$ cat src/rtl/etapa_escritura_alu_if.sv
// Bundle between the ALU, the writeback stage and the register file.
// Upstream handshake, write port, flags and annul counter.
interface etapa_escritura_alu_if #(
    parameter int ancho = 32,
    parameter int dir   = 4
);
    logic             entrada_valida;
    logic             entrada_lista;
    logic [ancho-1:0] resultado;
    logic             N;
    logic             Z;
    logic             C;
    logic             V;
    logic [dir-1:0]   destino;
    logic             escribe_registro;
    logic             actualiza_banderas;
    logic [3:0]       condicion;
    logic             puerto_libre;
    logic             wr_en;
    logic [dir-1:0]   wr_dir;
    logic [ancho-1:0] wr_dato;
    logic [3:0]       banderas;
    logic [15:0]      contador_anuladas;

    modport master (
        output entrada_valida, resultado, N, Z, C, V,
        output destino, escribe_registro, actualiza_banderas,
        output condicion, puerto_libre,
        input  entrada_lista, wr_en, wr_dir, wr_dato,
        input  banderas, contador_anuladas
    );

    modport slave (
        input  entrada_valida, resultado, N, Z, C, V,
        input  destino, escribe_registro, actualiza_banderas,
        input  condicion, puerto_libre,
        output entrada_lista, wr_en, wr_dir, wr_dato,
        output banderas, contador_anuladas
    );
endinterface

$ cat src/rtl/etapa_escritura_alu.sv
// ALU writeback stage: 2-entry in-order buffer, condition check at
// commit, shared register-file write port and NZCV flag register.
module etapa_escritura_alu #(
    parameter int ancho = 32,
    parameter int dir   = 4
) (
    input logic                   clk,
    input logic                   rst,
    etapa_escritura_alu_if.slave  bus
);
    typedef struct packed {
        logic [ancho-1:0] resultado;
        logic [3:0]       nzcv;
        logic [dir-1:0]   destino;
        logic             escribe;
        logic             actualiza;
        logic [3:0]       condicion;
    } entrada_t;

    entrada_t   fifo [2];
    logic       cabeza;
    logic       cola;
    logic [1:0] ocupacion;
    logic [3:0] banderas;
    logic       acepta;
    logic       condOk;
    logic       confirma;
    logic       escribeAhora;
    entrada_t   cab;

    function automatic logic evalua(
        input logic [3:0] c,
        input logic [3:0] f
    );
        logic n, z, k, v;
        logic r;
        {n, z, k, v} = f;
        r = 1'b0;
        case (c)
            4'd0:    r = z;
            4'd1:    r = !z;
            4'd2:    r = k;
            4'd3:    r = !k;
            4'd4:    r = n;
            4'd5:    r = !n;
            4'd6:    r = v;
            4'd7:    r = !v;
            4'd8:    r = k & !z;
            4'd9:    r = !k | z;
            4'd10:   r = (n == v);
            4'd11:   r = (n != v);
            4'd12:   r = !z & (n == v);
            4'd13:   r = z | (n != v);
            4'd14:   r = 1'b1;
            default: r = 1'b0;
        endcase
        return r;
    endfunction

    // Handshake, condition check and commit decision for the head entry.
    always_comb begin
        cab = fifo[cabeza];
        bus.entrada_lista = !rst && (ocupacion != 2'd2);
        acepta = bus.entrada_valida && bus.entrada_lista;
        condOk = evalua(cab.condicion, banderas);
        escribeAhora = condOk && cab.escribe;
        confirma = (ocupacion != 2'd0)
                && (!escribeAhora || bus.puerto_libre);
    end

    assign bus.banderas = banderas;

    // Payload storage; contents are don't-care until marked occupied.
    always_ff @(posedge clk) begin
        if (acepta) begin
            fifo[cola] <= '{
                resultado: bus.resultado,
                nzcv:      {bus.N, bus.Z, bus.C, bus.V},
                destino:   bus.destino,
                escribe:   bus.escribe_registro,
                actualiza: bus.actualiza_banderas,
                condicion: bus.condicion
            };
        end
    end

    // Pointers, occupancy, flags, write port and annul counter.
    always_ff @(posedge clk) begin
        if (rst) begin
            cabeza                <= 1'b0;
            cola                  <= 1'b0;
            ocupacion             <= 2'd0;
            banderas              <= 4'b0000;
            bus.wr_en             <= 1'b0;
            bus.wr_dir            <= '0;
            bus.wr_dato           <= '0;
            bus.contador_anuladas <= 16'd0;
        end else begin
            bus.wr_en <= 1'b0;
            if (acepta) begin
                cola <= ~cola;
            end
            if (confirma) begin
                cabeza <= ~cabeza;
                if (escribeAhora) begin
                    bus.wr_en   <= 1'b1;
                    bus.wr_dir  <= cab.destino;
                    bus.wr_dato <= cab.resultado;
                end
                if (condOk && cab.actualiza) begin
                    banderas <= cab.nzcv;
                end
                if (!condOk) begin
                    bus.contador_anuladas <= bus.contador_anuladas + 16'd1;
                end
            end
            ocupacion <= ocupacion
                       + {1'b0, acepta}
                       - {1'b0, confirma};
        end
    end
endmodule

$ cat src/flat_wrapper.sv
// flat-port wrapper written by rule: the top's interface ports become plain ports
module etapa_escritura_alu_flat 
#(
    parameter int ancho = 32,
    parameter int dir   = 4
)
  (clk, rst, bus_entrada_valida, bus_resultado, bus_N, bus_Z, bus_C, bus_V, bus_destino, bus_escribe_registro, bus_actualiza_banderas, bus_condicion, bus_puerto_libre, bus_entrada_lista, bus_wr_en, bus_wr_dir, bus_wr_dato, bus_banderas, bus_contador_anuladas);
  etapa_escritura_alu_if #(.ancho(ancho), .dir(dir)) bus_i ();
  input logic clk;
  input logic rst;
  input wire logic [$bits(bus_i.entrada_valida)-1:0] bus_entrada_valida;
  input wire logic [$bits(bus_i.resultado)-1:0] bus_resultado;
  input wire logic [$bits(bus_i.N)-1:0] bus_N;
  input wire logic [$bits(bus_i.Z)-1:0] bus_Z;
  input wire logic [$bits(bus_i.C)-1:0] bus_C;
  input wire logic [$bits(bus_i.V)-1:0] bus_V;
  input wire logic [$bits(bus_i.destino)-1:0] bus_destino;
  input wire logic [$bits(bus_i.escribe_registro)-1:0] bus_escribe_registro;
  input wire logic [$bits(bus_i.actualiza_banderas)-1:0] bus_actualiza_banderas;
  input wire logic [$bits(bus_i.condicion)-1:0] bus_condicion;
  input wire logic [$bits(bus_i.puerto_libre)-1:0] bus_puerto_libre;
  output wire logic [$bits(bus_i.entrada_lista)-1:0] bus_entrada_lista;
  output wire logic [$bits(bus_i.wr_en)-1:0] bus_wr_en;
  output wire logic [$bits(bus_i.wr_dir)-1:0] bus_wr_dir;
  output wire logic [$bits(bus_i.wr_dato)-1:0] bus_wr_dato;
  output wire logic [$bits(bus_i.banderas)-1:0] bus_banderas;
  output wire logic [$bits(bus_i.contador_anuladas)-1:0] bus_contador_anuladas;
  assign bus_i.entrada_valida = bus_entrada_valida;
  assign bus_i.resultado = bus_resultado;
  assign bus_i.N = bus_N;
  assign bus_i.Z = bus_Z;
  assign bus_i.C = bus_C;
  assign bus_i.V = bus_V;
  assign bus_i.destino = bus_destino;
  assign bus_i.escribe_registro = bus_escribe_registro;
  assign bus_i.actualiza_banderas = bus_actualiza_banderas;
  assign bus_i.condicion = bus_condicion;
  assign bus_i.puerto_libre = bus_puerto_libre;
  assign bus_entrada_lista = bus_i.entrada_lista;
  assign bus_wr_en = bus_i.wr_en;
  assign bus_wr_dir = bus_i.wr_dir;
  assign bus_wr_dato = bus_i.wr_dato;
  assign bus_banderas = bus_i.banderas;
  assign bus_contador_anuladas = bus_i.contador_anuladas;
  etapa_escritura_alu #(.ancho(ancho), .dir(dir)) u_core (.clk(clk), .rst(rst), .bus(bus_i));
endmodule
$ cat config.mk
export PLATFORM = sky130hd
export DESIGN_NAME = etapa_escritura_alu_flat
export DESIGN_NICKNAME = d
export VERILOG_FILES = /design/src/rtl/etapa_escritura_alu_if.sv /design/src/rtl/etapa_escritura_alu.sv /design/src/flat_wrapper.sv
export SDC_FILE = /design/constraint.sdc
export NUM_CORES = 1
export LEC_CHECK = 0
export CAP_MARGIN = 20
export CELL_PAD_IN_SITES_DETAIL_PLACEMENT = 1
export CELL_PAD_IN_SITES_GLOBAL_PLACEMENT = 1
export CORE_MARGIN = 2
export CORE_UTILIZATION = 47
export DETAILED_ROUTE_END_ITERATION = 8
export GPL_ROUTABILITY_DRIVEN = 0
export PLACE_DENSITY = 0.91
export SYNTH_ARGS = -nofsm -noshare
export SYNTH_HDL_FRONTEND = slang
export SYNTH_SLANG_ARGS = --single-unit
$ cat constraint.sdc
create_clock -name clk -period 7.6 [get_ports clk]
set_input_delay 1.52 -clock clk [delete_from_list [all_inputs] [get_ports clk]]
set_output_delay 1.52 -clock clk [all_outputs]
set_load 0.005 [all_outputs]
==> run_results.csv <==
group,metric,value,unit
finish,design_area,8380,um2
global_routing,grt_pass1_wl,25.4,mm
setup_path,crit_fanout,66,
logic_synthesis,netlist_area,6620,um2
global_routing,overflow,0,
placement,post-place-ws,2.99,ns
finish,diodes,0,
sta,setup_tns,0,ns
flow_run,maxCapViolations,0,
clock_tree,post_cts_resize_count,0,
logic_synthesis,ys_ff_latch,154,
drt,drc,0,
clock_tree,cts_tree,"done",
status,status,"completed",
clock_tree,clock-root-buffer,"clkbuf_16",
power,powerDensity,229,nW/um2
finish,fillCellCount,1337,
power,p_total,1.91,mW
global_routing,grt_max_degree,110,
logic_synthesis,synth_top_area_share,41.8,%
drt,dr.pass1.iters,5,
finish,final_common_cell,"clkdlybuf4s50_1",
setup_path,start_kind,"primary input",
sta,rsz0062_at_grt,"false",
sta,period_needed,4.41,ns
global_routing,grt_pass1_vias,4699,
drt,routed_wirelength,16.2,mm
clock_tree,post_cts_buffers,0,
floorplan,num_rows,43,
finish,most-common-layout-cells,"106 x clkdlybuf4s50_1, 92 x edfxtp_1, 61 x dfxtp_1",
finish,fin_nets,655,
drt,drt-initial-drc-count,181,
placement,dpl-instance-area,7770,um2
clock_tree,clk_path_buf_depth,2,
sta,setup_violations,0,
power,ir_drop,141,uV
clock_tree,clk-insertion-delay-late,0.42,ns
setup_path,crit_required,6.08,ns
setup_path,max_stage_delay,0.55,ns
logic_synthesis,synth_area_leaders,"edfxtp_1 42%, dfxtp_1 19%, mux2i_1 7.1%, mux2_4 7.0%, nor2b_1 4.5%",
sta,layout_setup_ws,3.19,ns
setup_path,slowest_stage,"clkdlybuf4s50_1",
power,leakage,2.98,nW
floorplan,io_pins,108,
floorplan,dieArea,15000,um2
setup_path,crit_family,"buffers and inverters",
logic_synthesis,syn_inst,499,
drt,dr_total_vias,4401,
logic_synthesis,yosysSeqAreaShare,60.5,%
placement,hpwl,9.85,mm
logic_synthesis,synth_edf_count,92,
drt,wl_per_cell,20.4,um
sta,finalCritPeriodShare,58.0,%
finish,area_growth,26.6,%
clock_tree,cts_made_buffers,17,
sta,max_slew_margin,35.1,%
global_routing,grt_usage,22.5,%
logic_synthesis,synthFlopType,"edfxtp_1",
setup_path,cp-end-kind,"output port",
setup_path,critical_path_buf_inv_count,3,
finish,utilization,60.6,%
floorplan,core-area,13800,um2
clock_tree,clk_pin_slew,0.06,ns
floorplan,initial_core_util,47.9,%
logic_synthesis,ys_warn_count,0,
logic_synthesis,async_flop_share,0,%
sta,fin_worst_skew,0.00867,ns
global_routing,antenna_found_initial,0,
finish,drive_above_1_share,14.4,%
logic_synthesis,post_synth.cell_area_avg,13.3,um2
min_path,hp-class,"reg -> reg",
logic_synthesis,syn_nets,551,
logic_synthesis,yosysTopAreaCell,"edfxtp_1",
drt,routed_via_density,5.53,
setup_path,crit_arrival,2.89,ns
logic_synthesis,synth_cell_types,53,
floorplan,die_h,123,um
sta,max_freq,227,MHz
clock_tree,cts.sinks,154,
floorplan,fp.dieW,123,um
drt,ant_nets,0,
clock_tree,postCtsHoldBufs,0,
sta,finalMaxSlewViolations,0,
sta,hold_viol_final,0,
setup_path,worstSetupPathType,"in -> out",
placement,io_buffer_count,107,
clock_tree,cts-htree-levels,4,
setup_path,worstPathCellList,"buf_4 -> buf_16 -> nor2b_1 -> clkdlybuf4s50_1",
sta,tightestPinTransition,0.974,ns
==> sequential cells by signal, summed over array words and instances (netlist names), named ones only <==
register	flops
u_core.bus.banderas	4
u_core.bus.contador_anuladas	16
u_core.bus.wr_dato	32
u_core.bus.wr_dir	4
u_core.bus.wr_en	1
u_core.cabeza	1
u_core.cola	1
u_core.fifo	92
u_core.ocupacion	2
==> synth_stat cells, types with 5 or more instances <==
library cell / n
nor2b_1: 48
nor2_1: 56
dfxtp_1: 62
and3_1: 6
or4_1: 8
mux2_2: 14
clkbuf_1: 17
nor3_1: 7
mux2i_1: 47
o31ai_1: 8
edfxtp_1: 92
nand2_1: 9
a21oi_1: 15
nand3_1: 10
mux2_4: 31
o21ai_0: 5
==> per-layer routing <==
layer | up-vias | wire [um] | global-route usage (%)
met3 | 21 | 728 | 4.88
met2 | 132 | 8630 | 39.9
li1 | 2041 | - | -
met1 | 2207 | 6590 | 26.9
met5 | - | 0 | 0
met4 | 0 | 252 | 7.83
==> path summary, 6_finish.rpt <==
check | startpoint | to | slack (ns) | cells after the start
worst max-delay path | rst | bus_entrada_lista | 3.19 | 4
worst min-delay path | u_core.bus.contador_anuladas[10] | u_core.bus.contador_anuladas[10] | 0.51 | 2
worst max register to register | flop | u_core.bus.wr_dir[0] | 3.79 | 7
worst min register to register | u_core.bus.contador_anuladas[10] | u_core.bus.contador_anuladas[10] | 0.51 | 2
==> stage by stage <==
stage / std cells / hold WS [ns]
3_5_place_dp: 763 / 0.490
3_3_place_gp: 763 / 0.464
6_report: 796 / 0.507
2_1_floorplan: 499 / 0.463
5_1_grt: 796 / 0.534
4_1_cts: 795 / 0.509
==> where the power goes <==
part | switching [mW] | internal (mW)
clock network | 0.371 | 0.463
registers | 0.0234 | 0.910
logic | 0.0763 | 0.0707
total | 0.471 | 1.44
==> logic make-up (layout without fill, tap and decap cells) <==
kind of cell             Yosys count  in the layout  share of synthesized area [%]
AO/OA/AOI/OAI                     49             49                           5.50
XOR/XNOR                           4              4                          0.530
adder cells (fa/ha/maj)            2              2                          0.378
buffers and inverters             30            147                           2.80
flip-flops                       154            154                           60.5
multiplexers                      94             94                           16.9
AND/OR/NAND/NOR                  166            166                           13.4
==> layout make-up <==
type	count	area (um2)	area share, %
flip-flops and latches	154	4010	47.8
inverters	4	15.0	0.179
multi-input cells	315	2440	29.1
well taps	180	225	2.69
repair buffers	111	1120	13.3
clock buffers	17	425	5.08
clock inverters	15	151	1.81
==> worst reg2reg max path: cells and delay by family, from the launching register on <==
family          cells  cell delay [ns]
mux                 2             0.97
buf+inv             1             0.58
flops               1             1.00
xor+xnor            1             0.19
compound gates      3             0.97
Note: power is estimated with default switching activity, not from simulation.
